File: src/rtl/csr_regfile_if.sv
// WB-stage CSR bus: the pipeline (master) drives reads, writes, exception
// entry and ertn; the CSR file (slave) answers with read data and redirect PCs.
interface csr_regfile_if;
    logic [13:0] csr_num;
    logic        csr_we;
    logic [31:0] csr_wvalue;
    logic [31:0] csr_wmask;
    logic        ertn_flush;
    logic        wb_ex;
    logic [5:0]  wb_ecode;
    logic [8:0]  wb_subecode;
    logic [31:0] wb_pc;
    logic [31:0] wb_badv;
    logic [31:0] csr_rd_value;
    logic [31:0] ex_entry;
    logic [31:0] era_pc;
    logic        has_int;

    modport master (
        output csr_num, csr_we, csr_wvalue, csr_wmask, ertn_flush,
               wb_ex, wb_ecode, wb_subecode, wb_pc, wb_badv,
        input  csr_rd_value, ex_entry, era_pc, has_int
    );

    modport slave (
        input  csr_num, csr_we, csr_wvalue, csr_wmask, ertn_flush,
               wb_ex, wb_ecode, wb_subecode, wb_pc, wb_badv,
        output csr_rd_value, ex_entry, era_pc, has_int
    );
endinterface

File: src/rtl/csr_regfile.sv
// Architectural CSR file: combinational reads, masked writes, exception
// entry/return bookkeeping, interrupt sampling and the stable timer.
module csr_regfile #(
    parameter logic [31:0] TID_RESET  = 32'h0,
    parameter logic [31:0] CRMD_RESET = 32'h8
) (
    input  logic        clk,
    input  logic        resetn,
    csr_regfile_if.slave bus,
    input  logic [7:0]  hw_int_in,
    input  logic        ipi_int_in
);
    localparam logic [13:0] ADDR_CRMD   = 14'h00;
    localparam logic [13:0] ADDR_PRMD   = 14'h01;
    localparam logic [13:0] ADDR_ECFG   = 14'h04;
    localparam logic [13:0] ADDR_ESTAT  = 14'h05;
    localparam logic [13:0] ADDR_ERA    = 14'h06;
    localparam logic [13:0] ADDR_BADV   = 14'h07;
    localparam logic [13:0] ADDR_EENTRY = 14'h0C;
    localparam logic [13:0] ADDR_SAVE0  = 14'h30;
    localparam logic [13:0] ADDR_TID    = 14'h40;
    localparam logic [13:0] ADDR_TCFG   = 14'h41;
    localparam logic [13:0] ADDR_TVAL   = 14'h42;
    localparam logic [13:0] ADDR_TICLR  = 14'h44;

    logic [31:0] crmd_reg, crmd_next;
    logic [31:0] prmd_reg, prmd_next;
    logic [31:0] ecfg_reg, ecfg_next;
    logic [31:0] estat_reg, estat_next;
    logic [31:0] era_reg, era_next;
    logic [31:0] badv_reg, badv_next;
    logic [31:0] eentry_reg, eentry_next;
    logic [31:0] tid_reg, tid_next;
    logic [31:0] tcfg_reg, tcfg_next;
    logic [31:0] tval_reg, tval_next;
    logic [3:0][31:0] save_bus;
    logic [31:0] rd_value;

    logic wr_en;
    logic tcfg_wr;
    logic ticlr_clr;
    logic timer_fire;

    function automatic logic [31:0] merge(input logic [31:0] old_val,
                                          input logic [31:0] wval,
                                          input logic [31:0] wmask,
                                          input logic [31:0] writable);
        return (old_val & ~(wmask & writable)) | (wval & wmask & writable);
    endfunction

    // Exception and ertn both suppress any CSR write committing alongside them.
    always_comb begin
        wr_en      = bus.csr_we & ~bus.wb_ex & ~bus.ertn_flush;
        tcfg_wr    = wr_en & (bus.csr_num == ADDR_TCFG);
        ticlr_clr  = wr_en & (bus.csr_num == ADDR_TICLR) & bus.csr_wvalue[0] & bus.csr_wmask[0];
        timer_fire = ~tcfg_wr & tcfg_reg[0] & (tval_reg == 32'd1);
    end

    always_comb begin
        crmd_next   = crmd_reg;
        prmd_next   = prmd_reg;
        era_next    = era_reg;
        badv_next   = badv_reg;
        estat_next  = estat_reg;
        ecfg_next   = ecfg_reg;
        eentry_next = eentry_reg;
        tid_next    = tid_reg;
        tcfg_next   = tcfg_reg;

        if (bus.wb_ex) begin
            prmd_next[2:0] = crmd_reg[2:0];
            crmd_next[2:0] = 3'b000;
            era_next       = bus.wb_pc;
            estat_next[21:16] = bus.wb_ecode;
            estat_next[30:22] = bus.wb_subecode;
            if (bus.wb_ecode == 6'h08 || bus.wb_ecode == 6'h09)
                badv_next = bus.wb_badv;
        end else if (bus.ertn_flush) begin
            crmd_next[2:0] = prmd_reg[2:0];
        end else if (wr_en) begin
            case (bus.csr_num)
                ADDR_CRMD:   crmd_next   = merge(crmd_reg, bus.csr_wvalue, bus.csr_wmask, 32'h0000_0007);
                ADDR_PRMD:   prmd_next   = merge(prmd_reg, bus.csr_wvalue, bus.csr_wmask, 32'h0000_0007);
                ADDR_ECFG:   ecfg_next   = merge(ecfg_reg, bus.csr_wvalue, bus.csr_wmask, 32'h0000_1BFF);
                ADDR_ESTAT:  estat_next  = merge(estat_reg, bus.csr_wvalue, bus.csr_wmask, 32'h0000_0003);
                ADDR_ERA:    era_next    = merge(era_reg, bus.csr_wvalue, bus.csr_wmask, 32'hFFFF_FFFF);
                ADDR_BADV:   badv_next   = merge(badv_reg, bus.csr_wvalue, bus.csr_wmask, 32'hFFFF_FFFF);
                ADDR_EENTRY: eentry_next = merge(eentry_reg, bus.csr_wvalue, bus.csr_wmask, 32'hFFFF_FFC0);
                ADDR_TID:    tid_next    = merge(tid_reg, bus.csr_wvalue, bus.csr_wmask, 32'hFFFF_FFFF);
                ADDR_TCFG:   tcfg_next   = merge(tcfg_reg, bus.csr_wvalue, bus.csr_wmask, 32'hFFFF_FFFF);
                default: ;
            endcase
        end

        estat_next[9:2] = hw_int_in;
        estat_next[12]  = ipi_int_in;
        // A timer expiry beats a simultaneous TICLR so no tick is lost.
        if (timer_fire)
            estat_next[11] = 1'b1;
        else if (ticlr_clr)
            estat_next[11] = 1'b0;
    end

    always_comb begin
        tval_next = tval_reg;
        if (tcfg_wr)
            tval_next = {tcfg_next[31:2], 2'b00};
        else if (tcfg_reg[0] && tval_reg != 32'd0)
            tval_next = timer_fire ? (tcfg_reg[1] ? {tcfg_reg[31:2], 2'b00} : 32'd0)
                                   : tval_reg - 32'd1;
    end

    always_ff @(posedge clk or negedge resetn) begin
        if (!resetn) begin
            crmd_reg   <= CRMD_RESET;
            prmd_reg   <= '0;
            ecfg_reg   <= '0;
            estat_reg  <= '0;
            era_reg    <= '0;
            badv_reg   <= '0;
            eentry_reg <= '0;
            tid_reg    <= TID_RESET;
            tcfg_reg   <= '0;
            tval_reg   <= '0;
        end else begin
            crmd_reg   <= crmd_next;
            prmd_reg   <= prmd_next;
            ecfg_reg   <= ecfg_next;
            estat_reg  <= estat_next;
            era_reg    <= era_next;
            badv_reg   <= badv_next;
            eentry_reg <= eentry_next;
            tid_reg    <= tid_next;
            tcfg_reg   <= tcfg_next;
            tval_reg   <= tval_next;
        end
    end

    genvar gi;
    generate
        for (gi = 0; gi < 4; gi++) begin : g_save
            logic [31:0] save_reg;
            logic        save_hit;
            assign save_hit = wr_en & (bus.csr_num == ADDR_SAVE0 + 14'(gi));
            always_ff @(posedge clk or negedge resetn) begin
                if (!resetn)
                    save_reg <= '0;
                else if (save_hit)
                    save_reg <= merge(save_reg, bus.csr_wvalue, bus.csr_wmask, 32'hFFFF_FFFF);
            end
            assign save_bus[gi] = save_reg;
        end
    endgenerate

    always_comb begin
        rd_value = '0;
        case (bus.csr_num)
            ADDR_CRMD:   rd_value = crmd_reg;
            ADDR_PRMD:   rd_value = prmd_reg;
            ADDR_ECFG:   rd_value = ecfg_reg;
            ADDR_ESTAT:  rd_value = estat_reg;
            ADDR_ERA:    rd_value = era_reg;
            ADDR_BADV:   rd_value = badv_reg;
            ADDR_EENTRY: rd_value = eentry_reg;
            14'h30, 14'h31, 14'h32, 14'h33: rd_value = save_bus[bus.csr_num[1:0]];
            ADDR_TID:    rd_value = tid_reg;
            ADDR_TCFG:   rd_value = tcfg_reg;
            ADDR_TVAL:   rd_value = tval_reg;
            default:     rd_value = '0;
        endcase
    end

    assign bus.csr_rd_value = rd_value;
    assign bus.ex_entry     = eentry_reg;
    assign bus.era_pc       = era_reg;
    assign bus.has_int      = crmd_reg[2] & |(estat_reg[12:0] & ecfg_reg[12:0]);
endmodule

File: src/flat_wrapper.sv
// flat-port wrapper written by rule: the top's interface ports become plain ports
module csr_regfile_flat 
#(
    parameter logic [31:0] TID_RESET  = 32'h0,
    parameter logic [31:0] CRMD_RESET = 32'h8
)
  (clk, resetn, hw_int_in, ipi_int_in, bus_csr_num, bus_csr_we, bus_csr_wvalue, bus_csr_wmask, bus_ertn_flush, bus_wb_ex, bus_wb_ecode, bus_wb_subecode, bus_wb_pc, bus_wb_badv, bus_csr_rd_value, bus_ex_entry, bus_era_pc, bus_has_int);
  csr_regfile_if bus_i ();
  input  logic clk;
  input  logic resetn;
  input  logic [7:0] hw_int_in;
  input  logic ipi_int_in;
  input wire logic [$bits(bus_i.csr_num)-1:0] bus_csr_num;
  input wire logic [$bits(bus_i.csr_we)-1:0] bus_csr_we;
  input wire logic [$bits(bus_i.csr_wvalue)-1:0] bus_csr_wvalue;
  input wire logic [$bits(bus_i.csr_wmask)-1:0] bus_csr_wmask;
  input wire logic [$bits(bus_i.ertn_flush)-1:0] bus_ertn_flush;
  input wire logic [$bits(bus_i.wb_ex)-1:0] bus_wb_ex;
  input wire logic [$bits(bus_i.wb_ecode)-1:0] bus_wb_ecode;
  input wire logic [$bits(bus_i.wb_subecode)-1:0] bus_wb_subecode;
  input wire logic [$bits(bus_i.wb_pc)-1:0] bus_wb_pc;
  input wire logic [$bits(bus_i.wb_badv)-1:0] bus_wb_badv;
  output wire logic [$bits(bus_i.csr_rd_value)-1:0] bus_csr_rd_value;
  output wire logic [$bits(bus_i.ex_entry)-1:0] bus_ex_entry;
  output wire logic [$bits(bus_i.era_pc)-1:0] bus_era_pc;
  output wire logic [$bits(bus_i.has_int)-1:0] bus_has_int;
  assign bus_i.csr_num = bus_csr_num;
  assign bus_i.csr_we = bus_csr_we;
  assign bus_i.csr_wvalue = bus_csr_wvalue;
  assign bus_i.csr_wmask = bus_csr_wmask;
  assign bus_i.ertn_flush = bus_ertn_flush;
  assign bus_i.wb_ex = bus_wb_ex;
  assign bus_i.wb_ecode = bus_wb_ecode;
  assign bus_i.wb_subecode = bus_wb_subecode;
  assign bus_i.wb_pc = bus_wb_pc;
  assign bus_i.wb_badv = bus_wb_badv;
  assign bus_csr_rd_value = bus_i.csr_rd_value;
  assign bus_ex_entry = bus_i.ex_entry;
  assign bus_era_pc = bus_i.era_pc;
  assign bus_has_int = bus_i.has_int;
  csr_regfile #(.TID_RESET(TID_RESET), .CRMD_RESET(CRMD_RESET)) u_core (.clk(clk), .resetn(resetn), .bus(bus_i), .hw_int_in(hw_int_in), .ipi_int_in(ipi_int_in));
endmodule
File: config.mk
export PLATFORM = sky130hd
export DESIGN_NAME = csr_regfile_flat
export DESIGN_NICKNAME = d
export VERILOG_FILES = /design/src/rtl/csr_regfile_if.sv /design/src/rtl/csr_regfile.sv /design/src/flat_wrapper.sv
export SDC_FILE = /design/constraint.sdc
export NUM_CORES = 1
export LEC_CHECK = 0
export BUFFER_PORTS_ARGS = -buffer_cell sky130_fd_sc_hd__buf_4
export CAP_MARGIN = 20
export CORE_AREA = 2 2 227 229
export CTS_CLUSTER_DIAMETER = 150
export DETAILED_ROUTE_END_ITERATION = 10
export DIE_AREA = 0 0 229 231
export MAX_ROUTING_LAYER = met4
export PLACE_DENSITY = 0.59
export SLEW_MARGIN = 10
export SYNTH_ARGS = -nofsm -noshare
export SYNTH_HDL_FRONTEND = slang
export SYNTH_SLANG_ARGS = --single-unit
File: constraint.sdc
create_clock -name clk -period 6 [get_ports clk]
set_clock_uncertainty 0.1 [all_clocks]
set_input_delay 0 -clock clk [delete_from_list [all_inputs] [get_ports clk]]
set_output_delay 0 -clock clk [all_outputs]
set_load 0.02 [all_outputs]
==> Word level (Yosys, flattened, before mapping) <==
Cells that the tools add are included.
{ "classes": {"add_sub_neg": 1, "order_cmp": 1, "n_eq_ne": 21, "n_mux": 35, "n_bitwise": 49, "reduce_logical": 29} }
{ "ops": {"columns": ["cell", "count"], "rows": [
  ["$mux W32", 18],
  ["$and A32 B32 Y32", 14],
  ["$pmux W32 S11", 1],
  ["$or A32 B32 Y32", 9],
  ["$mux W31", 3],
  ["$bmux W32 S2", 1],
  ["$not A32 Y32", 2],
  ["$or A32 B3 Y32", 2],
  ["$eq A14 B3 Y1 const B", 4],
  ["$eq A14 B6 Y1 const B", 4],
  ["$eq A14 B7 Y1 const B", 4],
  ["$reduce_and A4 Y1", 9],
  ["$eq A32 B1 Y1 const B", 1],
  ["$not A13 Y32", 1],
  ["$not A2 Y32", 1],
  ["$not A3 Y32", 1],
  ["$or A32 B13 Y32", 1],
  ["$or A32 B2 Y32", 1],
  ["$reduce_bool A32 Y1", 1],
  ["$sub A32 B1 Y32 const B", 1],
  ["$mux W3", 8],
  ["$mux W15", 1],
  ["$eq A14 B1 Y1 const B", 1],
  ["$eq A14 B4 Y1 const B", 1],
  ["18 further kinds", 46]
]} }
{ "totals": {"regBits": 448, "input_bits": 171, "out_inout_bits": 97, "word_cells": 156} }

==> Depth between registers and ports, before layout <==
Gate-level depths: netlist (run 1).
{ "depth": {"depth_word": 10, "depth_mapped": 9, "ltp_nobuf": 8} }

==> Least setup slack after synthesis (run 1) <==
OpenSTA, ideal clock, no wires.
{ "synth_path": {"path_type": "reg-to-reg", "startpoint": "register u_core.tval_reg[0]", "endpoint": "register u_core.tval_reg[22]", "setup_time_ps": 127, "arrival_ps": 2207, "required_ps": 5773, "setup_slack_ps": 3566, "stages_incl_launch_ff": 10, "n_path_buf": 1, "period_less_slack_ps": 2434, "cell_sequence": "dfrtp_1 > inv_1 > ha_1 > nor3b_2 > nand4_2 > o31ai_1 > buf_2 > nor2_1 > nand4_1 > nand3_1"} }
{ "synth_between": {"elab_chain_cells": 5, "elab_cells_between_ends": 9, "classes_between": "add/sub (1); eq/ne (1); mux (3); bitwise (1); reduce/logical (3)"} }
{ "synth_lines": {"columns": ["element", "line", "rtl"], "rows": [
  ["start: declaration", "csr_regfile.sv:35", "logic [31:0] tval_reg, tval_next;"],
  ["start signal: assignment", "csr_regfile.sv:135", "tval_reg <= tval_next;"],
  ["parallel branches: the longest is 5 deep, another holds $sub A32 B1 Y32", null, null]
]} }
Parallel ways; which one is timed is not known. The select of a mux whose other input is x is not followed.
A chain may end at the register's enable or synchronous reset.

==> results of run 1 <==
==> power by group <==
part           switching [mW]  internal (mW)
Combinational           0.363          0.315
Sequential             0.0422           2.47
Clock                    1.06           1.43
Total                    1.47           4.21
==> synthesized netlist by cell type (20+ instances only) <==
master	number
a21oi_1	46
a222oi_1	29
a22oi_1	71
and3b_1	22
buf_1	20
buf_2	62
clkbuf_1	74
dfrtp_1	359
mux2_2	246
mux2_4	30
mux2i_1	67
mux4_2	33
nand2_1	324
nand3_1	39
nor2_1	83
o21ai_0	116
==> cells by family (layout without fill, tap and decap cells) <==
logic type               after synthesis  after routing  share of synthesized area (%)
AO/OA/AOI/OAI                        369            369                           12.7
XOR/XNOR                              28             28                           1.22
adder cells (fa/ha/maj)                2              2                          0.125
buffers and inverters                176            660                           3.98
flip-flops                           359            359                           44.8
multiplexers                         378            378                           23.2
other                                  1             11                         0.0187
AND/OR/NAND/NOR                      587            587                           14.0
==> worst max-delay path, stage by stage <==
cell           delay (ps)
buf_4                 520
inv_1                 290
or4_1                 880
nor3_4                690
buf_16                240
buf_4                 230
a22oi_1                90
dlygate4sd3_1         620
nand2_1                70
dlygate4sd3_1         550
==> layout make-up <==
cell class	instances	area share (%)
well taps	680	3.19
repair buffers	582	19.2
diodes	5	0.0470
clock buffers	61	4.54
inverters	7	0.0986
flip-flops and latches	359	33.7
clock inverters	10	0.348
multi-input cells	1370	38.8
==> worst max-delay path by stage <==
stage / slack, ps / cells past startpoint / end
4_1_cts: 2380 / 10 / flip-flop
2_1_floorplan: 3570 / 9 / u_core.tval_reg[22]
3_3_place_gp: 2570 / 7 / flip-flop
3_5_place_dp: 2690 / 8 / flip-flop
6_report: 2190 / 10 / flip-flop
5_1_grt: 2140 / 10 / flip-flop
==> per-layer routing <==
metal  global-route usage [%]  wire [um]  vias to the layer above
met1                     37.6      31900                     9290
met3                     5.68       5930                      164
li1                         -          -                     7900
met4                     11.7       3010                        0
met2                     47.8      37000                      909
met5                        -          0                        -
==> impl_metrics.env, run 1 <==
export IMPL_synth_cell_types=70
export IMPL_finalWirelength_mm=77.8
export IMPL_worstMarginPinSlew_ps=1140
export IMPL_drtIter0Drc=1967
export IMPL_grt_pass1_vias=18513
export IMPL_cts_hold_fix_buffers=283
export IMPL_fmax_mhz=263
export IMPL_htreeDepth=2
export IMPL_grt_overflow=0
export IMPL_boundaryPins=268
export IMPL_globalRouteTotalUtil_pct=29.9
export IMPL_outcome="finished, violations left"
export IMPL_fp_dieW_um=229
export IMPL_worst_r2r_path_depth=10
export IMPL_core_sq_um=50700
export IMPL_design_area_sq_um=26600
export IMPL_die_y_um=231
export IMPL_area_growth_pct=32.9
export IMPL_cts_repair_resized=0
export IMPL_synth_edf_count=0
export IMPL_critPathMaxFanout=37
export IMPL_max_clock_path_buffers=3
export IMPL_finalSetupTns_ps=0
export IMPL_portBuffers=261
export IMPL_start_kind="input pin"
export IMPL_root_buffer="clkbuf_16"
export IMPL_multi_input_area_sq_um=10300
export IMPL_slew_headroom_pct=23.6
export IMPL_drc_errors=0
export IMPL_synth_area_sq_um=20100
export IMPL_insertion_delay_ps=590
export IMPL_rsz0062_at_grt="false"
export IMPL_ir_drop_mv=0.182
export IMPL_min_period_ps=3810
export IMPL_cts_sinks=359
export IMPL_yosysTopAreaCellShare_pct=44.8
export IMPL_violations="negative hold slack"
export IMPL_grt_max_degree=160
export IMPL_clk_pin_slew_ps=60
export IMPL_initial_core_util_pct=39.6
export IMPL_postSynthCellCount=1900
export IMPL_post_place_ws_ps=2690
export IMPL_finalCoreUtilization_pct=52.6
export IMPL_viasPerCell=5.94
export IMPL_synth_area_leaders="dfrtp_1, mux2_2, nand2_1"
export IMPL_ant_nets=0
export IMPL_firstDrtPassIters=8
export IMPL_hold_path_class="input pin to async pin"
export IMPL_crit_start="bus_csr_num[1]"
export IMPL_cp_required_ps=6410
export IMPL_cts_tree="yes"
export IMPL_numCtsBuffers=40
export IMPL_setup_slack_ps=2190
export IMPL_num_vias=18263
export IMPL_rr_endpoint="u_core.tval_reg[22]"
export IMPL_hold_viol=9
export IMPL_dpl_instance_area_sq_um=22500
export IMPL_synthFlopType="dfrtp_1"
export IMPL_layout_nets=2533
export IMPL_antenna_found_initial=5
export IMPL_synth_seq_cells=359
export IMPL_yosysTopAreaCell="dfrtp_1"
export IMPL_setup_violations=0
export IMPL_final_common_cell="dfrtp_1"
export IMPL_layoutNonFillerInstCount=3074
export IMPL_async_reset_ff_share_pct=100
export IMPL_critPathArrivalTime_ps=4220
export IMPL_dp_cells=2715
export IMPL_placementRows=83
export IMPL_path_class="input pin to flip-flop"
export IMPL_fillers=4484
export IMPL_p_per_area_nw_per_um2=213
export IMPL_dpl_hpwl_mm=51.2
export IMPL_fin_total_pwr_mw=5.68
export IMPL_drive_above_1_share_pct=29.6
export IMPL_ys_seq_area_share_pct=44.8
export IMPL_slew_violations=0
export IMPL_layout_common_cells="dfrtp_1, nand2_1, buf_4"
export IMPL_routabilityCongestion=0.977
export IMPL_syn_avg_cell_area_sq_um=10.6
export IMPL_cap_viol_max_count=0
export IMPL_p_leak_nw=12.2
export IMPL_r2r_slack_ps=2580
export IMPL_r2r_start="u_core.tval_reg[0]"
export IMPL_post_cts_buffers=0
export IMPL_dieArea_sq_um=52900
export IMPL_register_area_sq_um=8980
export IMPL_crit_path_end_kind="flip-flop"
export IMPL_ys_warn_count=0
export IMPL_wire_per_inst_um=25.3
export IMPL_grt_pass1_wl_mm=117
export IMPL_fin_crit_sh_pct=63.5
export IMPL_holdWs_ps=-55.2
No activity file was read; power rests on OpenSTA's default activity.
==> run 2: changes to the inputs <==
--- a/config.mk
+++ b/config.mk
@@ -12,7 +12,7 @@
 export DETAILED_ROUTE_END_ITERATION = 10
 export DIE_AREA = 0 0 229 231
 export MAX_ROUTING_LAYER = met4
-export PLACE_DENSITY = 0.59
+export PLACE_DENSITY = 0.61
 export SLEW_MARGIN = 10
 export SYNTH_ARGS = -nofsm -noshare
 export SYNTH_HDL_FRONTEND = slang
==> constraint.sdc (replaced) <==
create_clock -name clk -period 3.12 [get_ports clk]
set_clock_uncertainty 0.1 [all_clocks]
set_input_delay 0 -clock clk [delete_from_list [all_inputs] [get_ports clk]]
set_output_delay 0 -clock clk [all_outputs]
set_load 0.02 [all_outputs]
==> impl_metrics.env, run 2 (synthesis gave the netlist of run 1 again) <==
export IMPL_drive_above_1_share_pct=31.0
export IMPL_placementRows=83
export IMPL_violations="negative hold slack"
export IMPL_design_area_sq_um=27100
export IMPL_die_y_um=231
export IMPL_fin_total_pwr_mw=11.1
export IMPL_initial_core_util_pct=39.6
export IMPL_htreeDepth=2
export IMPL_cts_tree="yes"
export IMPL_min_period_ps=2950
export IMPL_crit_start="bus_csr_num[11]"
export IMPL_layout_nets=2574
export IMPL_drtIter0Drc=1812
export IMPL_critPathArrivalTime_ps=3350
export IMPL_routabilityCongestion=0.922
export IMPL_portBuffers=261
export IMPL_rr_endpoint="u_core.tval_reg[2]"
export IMPL_dieArea_sq_um=52900
export IMPL_layoutNonFillerInstCount=3115
export IMPL_fp_dieW_um=229
export IMPL_ir_drop_mv=0.347
export IMPL_critPathMaxFanout=23
export IMPL_firstDrtPassIters=6
export IMPL_cp_required_ps=3520
export IMPL_r2r_start="u_core.tval_reg[1]"
export IMPL_fmax_mhz=339
export IMPL_wire_per_inst_um=24.3
export IMPL_num_vias=18250
export IMPL_fillers=4427
export IMPL_grt_pass1_wl_mm=115
export IMPL_dp_cells=2757
export IMPL_insertion_delay_ps=580
export IMPL_cts_repair_resized=0
export IMPL_slew_headroom_pct=36.5
export IMPL_start_kind="input pin"
export IMPL_crit_path_end_kind="flip-flop"
export IMPL_worstMarginPinSlew_ps=949
export IMPL_antenna_found_initial=4
export IMPL_p_per_area_nw_per_um2=411
export IMPL_drc_errors=0
export IMPL_layout_common_cells="dfrtp_1, buf_4, nand2_1"
export IMPL_clk_pin_slew_ps=60
export IMPL_grt_overflow=0
export IMPL_hold_path_class="input pin to async pin"
export IMPL_finalSetupTns_ps=0
export IMPL_holdWs_ps=-55.3
export IMPL_numCtsBuffers=41
export IMPL_dpl_instance_area_sq_um=22900
export IMPL_setup_violations=0
export IMPL_outcome="finished, violations left"
export IMPL_slew_violations=0
export IMPL_boundaryPins=268
export IMPL_path_class="input pin to flip-flop"
export IMPL_grt_max_degree=96
export IMPL_globalRouteTotalUtil_pct=29.0
export IMPL_core_sq_um=50700
export IMPL_dpl_hpwl_mm=51.3
export IMPL_area_growth_pct=35.1
export IMPL_grt_pass1_vias=18861
export IMPL_cap_viol_max_count=0
export IMPL_cts_sinks=359
export IMPL_rsz0062_at_grt="false"
export IMPL_ant_nets=0
export IMPL_hold_viol=32
export IMPL_finalWirelength_mm=75.6
export IMPL_max_clock_path_buffers=3
export IMPL_final_common_cell="dfrtp_1"
export IMPL_viasPerCell=5.86
export IMPL_r2r_slack_ps=410
export IMPL_fin_crit_sh_pct=94.4
export IMPL_worst_r2r_path_depth=9
export IMPL_p_leak_nw=12.4
export IMPL_root_buffer="clkbuf_16"
==> run 2: changes by cell type in the layout (fill, tap and decap cells not counted), sizes merged <==
cell / change
dlygate4sd3: -4
clkinv: +4
bufinv: +2
buf: +44
diode: -1
clkbuf: -4
==> run 2: metrics by stage <==
| stage | setup WS (ps) | hold WS, ps | utilization, % |
|---|---|---|---|
| after CTS | 172 | 3.98 | 53.4 |
| after global routing | 17.5 | 38.2 | 53.5 |
| after detailed placement | 471 | 6.60 | 45.2 |
| final | 174 | -55.3 | 53.5 |
| after floorplan | 686 | -396 | - |
| after global placement | 506 | 2.70 | 45.2 |
==> run 2: repair_timing <==
item,CTS,global route
buffers inserted,0,2
hold endpoints to repair,578,0
hold buffers,279,0
setup endpoints to repair,0,17
==> run 2: critical path: stages <==
cell	delay [ps]
buf_4	110
nor4_1	450
nand4_1	150
buf_4	200
or4_1	480
nor3_4	360
buf_12	240
a22oi_1	90
dlygate4sd3_1	610
nand2_1	70
dlygate4sd3_1	550
==> run 2: worst min-delay path by stage <==
stage / slack [ps] / startpoint / depth (start not counted) / to
2_1_floorplan: -400 / resetn / 0 / async pin
3_3_place_gp: 3 / resetn / 1 / u_core.estat_reg[25]
3_5_place_dp: 7 / resetn / 1 / async pin
4_1_cts: 4 / bus_wb_ex / 5 / flip-flop
5_1_grt: 40 / resetn / 2 / async pin
6_report: -60 / resetn / 2 / async pin
==> run 2: routing by layer <==
| layer | share of wire (%) | track usage, % | vias up |
|---|---|---|---|
| li1 | - | - | 7967 |
| met3 | 6.7 | 4.09 | 174 |
| met5 | 0 | - | - |
| met4 | 4.0 | 12.2 | 0 |
| met2 | 48 | 47.3 | 884 |
| met1 | 41 | 36.4 | 9225 |
==> run 2: layout make-up <==
cell class / instances / area (sq um) / area share (%)
multi-input combinational: 1370 / 10300 / 38.2
sequential: 359 / 8980 / 33.2
timing repair buffer: 622 / 5510 / 20.3
clock buffer: 57 / 1210 / 4.46
tap: 680 / 851 / 3.14
clock inverter: 16 / 161 / 0.596
inverter: 7 / 26.3 / 0.0970
antenna: 4 / 10.0 / 0.0369
==> run 2: power by group <==
group / total (mW) / leakage (nW) / switching (mW) / internal (mW)
Combinational: 1.32 / 7.06 / 0.699 / 0.621
Sequential: 4.82 / 4.71 / 0.0786 / 4.74
Clock: 5.01 / 0.685 / 2.05 / 2.95
